**src/rtl/inc_display_pkg.sv**
```systemverilog
// Shared types, segment encodings and a BCD digit helper
// for the increment-pulse BCD display.
package inc_display_pkg;

  typedef logic [3:0] bcd_digit_t;
  typedef logic [6:0] seg_t;

  typedef struct packed {
    logic       c;
    bcd_digit_t d;
  } bcd_inc_t;

  // Active-low {g,f,e,d,c,b,a}
  localparam seg_t SEG_0     = 7'b1000000;
  localparam seg_t SEG_1     = 7'b1111001;
  localparam seg_t SEG_2     = 7'b0100100;
  localparam seg_t SEG_3     = 7'b0110000;
  localparam seg_t SEG_4     = 7'b0011001;
  localparam seg_t SEG_5     = 7'b0010010;
  localparam seg_t SEG_6     = 7'b0000010;
  localparam seg_t SEG_7     = 7'b1111000;
  localparam seg_t SEG_8     = 7'b0000000;
  localparam seg_t SEG_9     = 7'b0010000;
  localparam seg_t SEG_BLANK = 7'b1111111;

  function automatic bcd_inc_t bcd_inc(
    input bcd_digit_t d,
    input logic       cin
  );
    bcd_inc_t r;
    r.c = 1'b0;
    r.d = d;
    if (cin) begin
      if (d >= 4'd9) begin
        r.c = 1'b1;
        r.d = 4'd0;
      end else begin
        r.d = d + 4'd1;
      end
    end
    return r;
  endfunction

endpackage

```
**src/rtl/bcd_to_7seg.sv**
```systemverilog
// Combinational BCD digit to active-low segment decoder;
// non-decimal codes blank the digit.
module bcd_to_7seg
  import inc_display_pkg::*;
(
  input  bcd_digit_t digit_i,
  output seg_t       seg_o
);

  always_comb begin
    seg_o = SEG_BLANK;
    case (digit_i)
      4'd0:    seg_o = SEG_0;
      4'd1:    seg_o = SEG_1;
      4'd2:    seg_o = SEG_2;
      4'd3:    seg_o = SEG_3;
      4'd4:    seg_o = SEG_4;
      4'd5:    seg_o = SEG_5;
      4'd6:    seg_o = SEG_6;
      4'd7:    seg_o = SEG_7;
      4'd8:    seg_o = SEG_8;
      4'd9:    seg_o = SEG_9;
      default: seg_o = SEG_BLANK;
    endcase
  end

endmodule

```
**src/rtl/inc_pulse_bcd_display.sv**
```systemverilog
// Packed-BCD pulse counter driving a multiplexed
// common-anode seven-segment display.
module inc_pulse_bcd_display
  import inc_display_pkg::*;
#(
  parameter int unsigned N_DIGITS           = 4,
  parameter int unsigned REFRESH_DIV        = 100000,
  parameter bit          LEADING_ZERO_BLANK = 1'b1
) (
  input  logic                  clk,
  input  logic                  rst,
  input  logic                  inc_pulse,
  input  logic                  clear,
  output logic [4*N_DIGITS-1:0] count_bcd,
  output logic                  overflow_pulse,
  output logic [N_DIGITS-1:0]   an,
  output seg_t                  seg,
  output logic                  dp
);

  localparam int unsigned REF_W =
    (REFRESH_DIV > 1) ? $clog2(REFRESH_DIV) : 1;
  localparam int unsigned SEL_W =
    (N_DIGITS > 1) ? $clog2(N_DIGITS) : 1;
  localparam logic [REF_W-1:0] REF_MAX =
    REF_W'(REFRESH_DIV - 1);
  localparam logic [SEL_W-1:0] SEL_MAX =
    SEL_W'(N_DIGITS - 1);

  logic [4*N_DIGITS-1:0] count_q, count_d;
  logic [4*N_DIGITS-1:0] inc_val;
  logic                  ovf_q, ovf_d;
  logic                  wrap;
  logic [REF_W-1:0]      ref_q, ref_d;
  logic [SEL_W-1:0]      sel_q, sel_d;
  logic [N_DIGITS-1:0]   an_q, an_d;
  seg_t                  seg_q, seg_d;
  seg_t                  dec_seg;
  bcd_digit_t            cur_digit;
  logic                  blank;
  logic                  carry;
  logic                  zero_up;
  bcd_inc_t              dig_r;

  // Ripple the +1 through every digit
  always_comb begin
    carry   = 1'b1;
    inc_val = '0;
    dig_r   = '0;
    for (int i = 0; i < N_DIGITS; i++) begin
      dig_r = bcd_inc(count_q[i*4 +: 4], carry);
      inc_val[i*4 +: 4] = dig_r.d;
      carry = dig_r.c;
    end
    wrap = carry;
  end

  always_comb begin
    count_d = count_q;
    ovf_d   = 1'b0;
    if (clear) begin
      count_d = '0;
    end else if (inc_pulse) begin
      count_d = inc_val;
      ovf_d   = wrap;
    end
  end

  always_comb begin
    ref_d = ref_q + 1'b1;
    sel_d = sel_q;
    if (ref_q == REF_MAX) begin
      ref_d = '0;
      sel_d = (sel_q == SEL_MAX) ? '0 : sel_q + 1'b1;
    end
  end

  // Digit k>0 goes dark when it and all digits above are zero
  always_comb begin
    cur_digit = '0;
    blank     = 1'b0;
    zero_up   = 1'b1;
    for (int i = N_DIGITS - 1; i >= 0; i--) begin
      zero_up = zero_up & (count_q[i*4 +: 4] == 4'd0);
      if (sel_q == SEL_W'(i)) begin
        cur_digit = count_q[i*4 +: 4];
        blank = LEADING_ZERO_BLANK && (i > 0) && zero_up;
      end
    end
  end

  bcd_to_7seg u_dec (
    .digit_i (cur_digit),
    .seg_o   (dec_seg)
  );

  always_comb begin
    an_d  = ~(N_DIGITS'(1) << sel_q);
    seg_d = dec_seg;
    if (blank) begin
      an_d  = '1;
      seg_d = SEG_BLANK;
    end
  end

  always_ff @(posedge clk) begin
    if (rst) begin
      count_q <= '0;
      ovf_q   <= 1'b0;
      ref_q   <= '0;
      sel_q   <= '0;
      an_q    <= '1;
      seg_q   <= SEG_BLANK;
    end else begin
      count_q <= count_d;
      ovf_q   <= ovf_d;
      ref_q   <= ref_d;
      sel_q   <= sel_d;
      an_q    <= an_d;
      seg_q   <= seg_d;
    end
  end

  assign count_bcd      = count_q;
  assign overflow_pulse = ovf_q;
  assign an             = an_q;
  assign seg            = seg_q;
  assign dp             = 1'b1;

endmodule

```
**config.mk**
```make
export PLATFORM = sky130hd
export DESIGN_NAME = inc_pulse_bcd_display
export DESIGN_NICKNAME = d
export VERILOG_FILES = /design/src/rtl/inc_display_pkg.sv /design/src/rtl/bcd_to_7seg.sv /design/src/rtl/inc_pulse_bcd_display.sv
export SDC_FILE = /design/constraint.sdc
export NUM_CORES = 1
export LEC_CHECK = 0
export BUFFER_PORTS_ARGS = -buffer_cell sky130_fd_sc_hd__buf_2
export CAP_MARGIN = 30
export CORE_MARGIN = 10
export CORE_UTILIZATION = 57
export DETAILED_ROUTE_END_ITERATION = 10
export GPL_TIMING_DRIVEN = 1
export HOLD_SLACK_MARGIN = 0.03
export PLACE_DENSITY = 0.79
export SLEW_MARGIN = 25
export SYNTH_ARGS = -nofsm -noshare
export SYNTH_HDL_FRONTEND = slang
export SYNTH_HIERARCHICAL = 1
export SYNTH_SLANG_ARGS = --single-unit
```
**constraint.sdc**
```tcl
create_clock -name clk -period 3.6 [get_ports clk]
set_input_delay 0.36 -clock clk [delete_from_list [all_inputs] [get_ports clk]]
set_output_delay 0.36 -clock clk [all_outputs]
set_load 0.1 [all_outputs]
```
# After elaboration in Yosys (flattened, before gate mapping)

Memories as Yosys holds them, arrays and structs flattened. A register that Yosys moved wholly into a read port is not among the register bits.
Index checks and enable logic that the tools add are counted.

Bits in registers: 40
Memory bits (read-only): 112
Output and inout bits: 29
Logic and storage cells: 59
Memories: 1

$add $sub $neg: 6
Magnitude comparators: 4
Equality and inequality tests: 4
Shifts and indexed selects: 1
Muxes and demuxes: 19
Bitwise operators: 5
Reductions and logical operators: 11

Memory list:

| name            | words | bits a word | rd ports | clocked after memory_dff | write ports | RTL line          | text |
|---|---|---|---|---|---|---|---|
| (no name shown) | 16    | 7           | 1        | 1                        | 0           | bcd_to_7seg.sv:12 | `case (digit_i)` |

Operators by type and width:

| kind                                            | count |
|---|---|
| 2-to-1 mux 4 bit                                | 8 |
| adder 17 x 1 -> 17 bit, second input constant   | 1 |
| == test 17 bit, second input constant           | 1 |
| adder 4 x 1 -> 4 bit, second input constant     | 4 |
| >= comparator 4 bit, second input constant      | 4 |
| zero test 4 bit                                 | 3 |
| 2-to-1 mux 5 bit                                | 2 |
| 2-to-1 mux 1 bit                                | 8 |
| AND reduction 2 bit                             | 3 |
| OR reduction 2 bit                              | 3 |
| == test 2 bit, second input constant            | 2 |
| inverter 4 bit                                  | 1 |
| OR reduction 4 bit                              | 1 |
| left shift 1 x 2 -> 4 bit, first input constant | 1 |
| adder 2 x 1 -> 2 bit, second input constant     | 1 |
| bitwise AND 1 bit                               | 2 |
| == test 2 x 1 -> 1 bit, second input constant   | 1 |
| zero test 2 bit                                 | 1 |
| 2-to-1 mux 2 bit                                | 1 |
| inverter 1 bit                                  | 2 |

# Longest topological paths before layout

Depth in word-level cells: 6
Mapped depth: 13
Mapped depth without buffers: 12

# Hierarchy

The synthesis kept the hierarchy.

Modules (own cells, without submodules):

| module                | times used | cells each | area each (um^2) | seq. area each (um^2) |
|---|---|---|---|---|
| inc_pulse_bcd_display | 1          | 263        | 2328.5           | 940.9 |
| bcd_to_7seg           | 1          | 33         | 210.2            | 0.0 |

# Worst setup path after synthesis

No wires, ideal clock.

Path kind: register to register
From: reg count_q[4] (netlist: count_bcd[4])
To: reg count_q[12] (netlist: count_bcd[12])
Setup time: 0.071 ns
Data arrival time: 2.859 ns
Required time: 3.529 ns
Path slack: 0.670 ns
Stages on the path, launching flop included: 8
Path buffers: 1
Path through: dfxtp_1 > inv_1 > ha_1 > nor3b_1 > or4b_1 > buf_2 > or4b_1 > a21oi_1

Cells in the longest elaborated chain, start to end: 5

Ends and longest elaborated chain:

| element                              | RTL line                     | text |
|---|---|---|
| start: declaration                   | inc_pulse_bcd_display.sv:30  | `logic [4*N_DIGITS-1:0] count_q, count_d;` |
| start signal: assignment             | inc_pulse_bcd_display.sv:115 | `count_q <= count_d;` |
| >= comparator 4 bit                  | inc_display_pkg.sv:34        | `if (d >= 4'd9) begin` |
| 2-to-1 mux 1 bit                     | inc_display_pkg.sv:34        |  |
| 2-to-1 mux 5 bit (2 in series)       | inc_display_pkg.sv:33        | `if (cin) begin` |
| AND reduction 2 bit (no source line) | --                           |  |

No other way between the ends.
A chain may end at the register's enable or synchronous reset.

# Worst setup path in the final report

From: reg sel_q[0]
To: reg seg_q[0] (netlist: seg[0])

Elaborated cells between the ends (all ways): 13
Those cells by class: eq/ne: 3; mux: 8; reduce/logical: 2

RTL lines:

| element                        | RTL line                     | text |
|---|---|---|
| start: declaration             | inc_pulse_bcd_display.sv:35  | `logic [SEL_W-1:0] sel_q, sel_d;` |
| start signal: assignment       | inc_pulse_bcd_display.sv:118 | `sel_q <= sel_d;` |
| == test 2 bit                  | inc_pulse_bcd_display.sv:85  | `if (sel_q == SEL_W'(i)) begin` |
| 2-to-1 mux 4 bit (3 in series) | inc_pulse_bcd_display.sv:85  |  |
| 2-to-1 mux 4 bit *             | inc_pulse_bcd_display.sv:85  |  |
| named net cur_digit[1]         | inc_pulse_bcd_display.sv:39  | `bcd_digit_t cur_digit;` |
| end: declaration               | inc_pulse_bcd_display.sv:37  | `seg_t seg_q, seg_d;` |

Mark *: on every way through the listed nets, which the timed path passes. The rest lies on a longest branch.

==> run metrics <==
total chip power 1.01 mW; largest net degree at the start of global routing 17; Core ar. 0.00432 mm2; CTS root buf clkbuf_8; Post-Syn Instances 296; crit-path leading delay family compound AO/OA/AOI/OAI gates; CP startpoint kind register; Layout area overhead 11.6%; worst-path fanout max 10; final wirelength 5210 um; Hold-fix buffers, CTS 0; Buffers & Inverters on Critical Path 2; RSZ-0062 raised after global routing false; r2r setup slk 760 ps; CP Capture Type register; Final Skew 5.75 ps; dpl ws 799 ps; ys async rst share 0; layout cell share with drive strength beyond 1 0.152; CTS Buffer Depth 2; grt ovf 0; setup tns final 0 ps; die height 86.7 um; Arrival @ worst endpoint 3010 ps; vias in the first global route 1963; PwrDens 357 mW/mm2; # DRC 0; r2r startpoint sel_q[0]$_SDFFE_PP0N_; Yosys warnings 6; TritonCTS clock tree yes; kind of critical path register to register; most frequent cells in the layout dfxtp_1 (47), nor2_1 (38), buf_2 (31), ha_1 (25), inv_1 (21); Skew-Pair Late Insertion Delay 300 ps; slowest stage delay, CP 520 ps; Net Count, Synth 325; Worst R2R End seg[0]$_SDFF_PP1_; Antenna Cells 0; Setup Fix Bufs, Post-CTS 0; Num CTS Buffers 5; crit path cell chain inv_1 > ha_1 > nand3b_1 > a21oi_1 > a21oi_1 > o21ai_0 > inv_1 > ha_1 > or2_1 > a21oi_2 > nor2_1 > nand2b_1; via/cell ratio 5.49; PortBufs 31; Pins Over Slew Limit 0; FMAX 0.352 GHz; r2r worst-path depth 12; Mean Syn Cell Area 8.58 um2; DP Wirelength 3740 um; first-pass GRT wire length 8880 um; max_slew headroom 0.381; initial antenna violation count 0; GRT Resource Usage Total 0.141; setup violators final 0; minimum clock period 2840 ps; H-tree levels 2; status completed; Final Cycle Share 0.790; commonest non-fill, non-tap cell in the layout dfxtp_1; total die area 0.00752 mm2; Worst Hold Depth 2; via count 2086; Yosys reg bits 47; min setup slack post-route 758 ps; post_cts resized 0; Clock transition at path regs 90 ps; post-synthesis cell area 0.00254 mm2; WHS 321 ps; Antenna Nets Post-Route 0; Least-Margin Pin Slew 924 ps; MaxCap Viol Count 0; maximum vdd drop 0.000156 V; HP Start rst; nets@finish 356; critical path's slowest cell o21ai_0; IO Pins 33; DIE WIDTH 86.7 um; EDFF count, synth 0; Hold Crit Endpoint sel_q[0]$_SDFFE_PP0N_; DR WL/cell 13.7 um; clk sink count 47; Critical Path RT 3770 ps; ys flop type dfxtp_1; post-synth cell types 45; Leakage 1.11 nW; gpl congestion 0.846; sequential area share after synthesis 0.371; DRT iter0 DRCs 100; worst hold path type primary input to register; Starting Density 0.587; final hold viol count 0; DRT Pass-1 Iters 4; Site Rows 24
==> kinds of logic (layout without fill, tap and decap cells) <==
kind of cell,Yosys count,after routing,share of synthesized area
multiplexers,4,4,0.0163
XOR/XNOR,20,20,0.0690
other,1,1,0.00148
AO/OA/AOI/OAI,38,38,0.0932
adder cells (fa/ha/maj),25,25,0.123
buffers and inverters,31,63,0.0547
AND/OR/NAND/NOR,130,130,0.272
flip-flops,47,47,0.371
==> per-layer routing <==
layer / vias to the layer above / GRT usage / share of wire
li1: 1069 / - / -
met1: 962 / 0.168 / 0.46
met2: 44 / 0.230 / 0.47
met3: 11 / 0.0450 / 0.053
met4: 0 / 0.0515 / 0.017
met5: - / 0 / 0
==> per-stage QoR <==
stage          cells  utilization  cell area [um2]
6_report         380        0.655             2830
5_1_grt          380        0.655             2830
4_1_cts          380        0.655             2830
3_5_place_dp     372        0.629             2720
3_3_place_gp     372        0.629             2720
2_1_floorplan    296            -             2540
==> Yosys cell counts, types with 2 or more instances <==
cell type	instances	area share
dfxtp_1	47	0.37
nor2_1	38	0.056
ha_1	25	0.12
inv_1	21	0.031
nand2_1	20	0.030
xnor2_1	17	0.059
nand2b_1	13	0.032
o21ai_0	12	0.024
a21oi_1	11	0.022
nand3_1	8	0.016
nor3_1	8	0.016
nor4_1	8	0.020
nand4_1	7	0.017
clkbuf_1	5	0.0074
nor2b_1	4	0.0099
o31ai_1	4	0.012
mux2i_1	3	0.012
nand3b_1	3	0.0089
nor3b_1	3	0.0089
nor4b_1	3	0.010
xor2_1	3	0.010
a221oi_1	2	0.0069
a31oi_1	2	0.0049
a41oi_1	2	0.0069
buf_2	2	0.0039
nand4b_1	2	0.0069
nor4bb_1	2	0.0079
or2_2	2	0.0049
or3b_2	2	0.0069
or4b_1	2	0.0079
==> worst max-delay path by stage <==
stage | end | startpoint | cells past startpoint | slack [ps]
4_1_cts | seg[0]$_SDFF_PP1_ | sel_q[0]$_SDFFE_PP0N_ | 12 | 780
3_5_place_dp | seg[0]$_SDFF_PP1_ | sel_q[0]$_SDFFE_PP0N_ | 12 | 800
2_1_floorplan | count_bcd[12]$_SDFFE_PP0P_ | count_bcd[4]$_SDFFE_PP0P_ | 7 | 670
6_report | seg[0]$_SDFF_PP1_ | sel_q[0]$_SDFFE_PP0N_ | 12 | 760
5_1_grt | seg[3]$_SDFF_PP1_ | sel_q[0]$_SDFFE_PP0N_ | 12 | 480
3_3_place_gp | seg[3]$_SDFF_PP1_ | sel_q[0]$_SDFFE_PP0N_ | 12 | 1000
==> power breakdown <==
group,total [mW],internal (mW),switching [mW]
logic,0.0907,0.0170,0.0737
registers,0.534,0.528,0.00576
clock network,0.387,0.207,0.180
==> registers in the layout (all words and copies together), names as in the netlist <==
register	count
seg	7
an	4
ref_q	17
overflow_pulse	1
count_bcd	16
sel_q	2
==> area by class of cell <==
cell class | count | area (um2)
fillers | 370 | 1490
inverters | 21 | 78.8
multi-input cells | 218 | 1460
flip-flops and latches | 47 | 941
repair buffers | 34 | 178
clock inverters | 3 | 43.8
well taps | 52 | 65.1
clock buffers | 5 | 68.8
==> worst reg2reg max path: cells and delay by family, from the launching register on <==
kind | cells | cell delay, ps
compound gates | 4 | 890
simple gates | 4 | 600
flops | 1 | 410
fa+ha+maj | 2 | 540
buf+inv | 2 | 280
(Power assumes the default switching activity.)
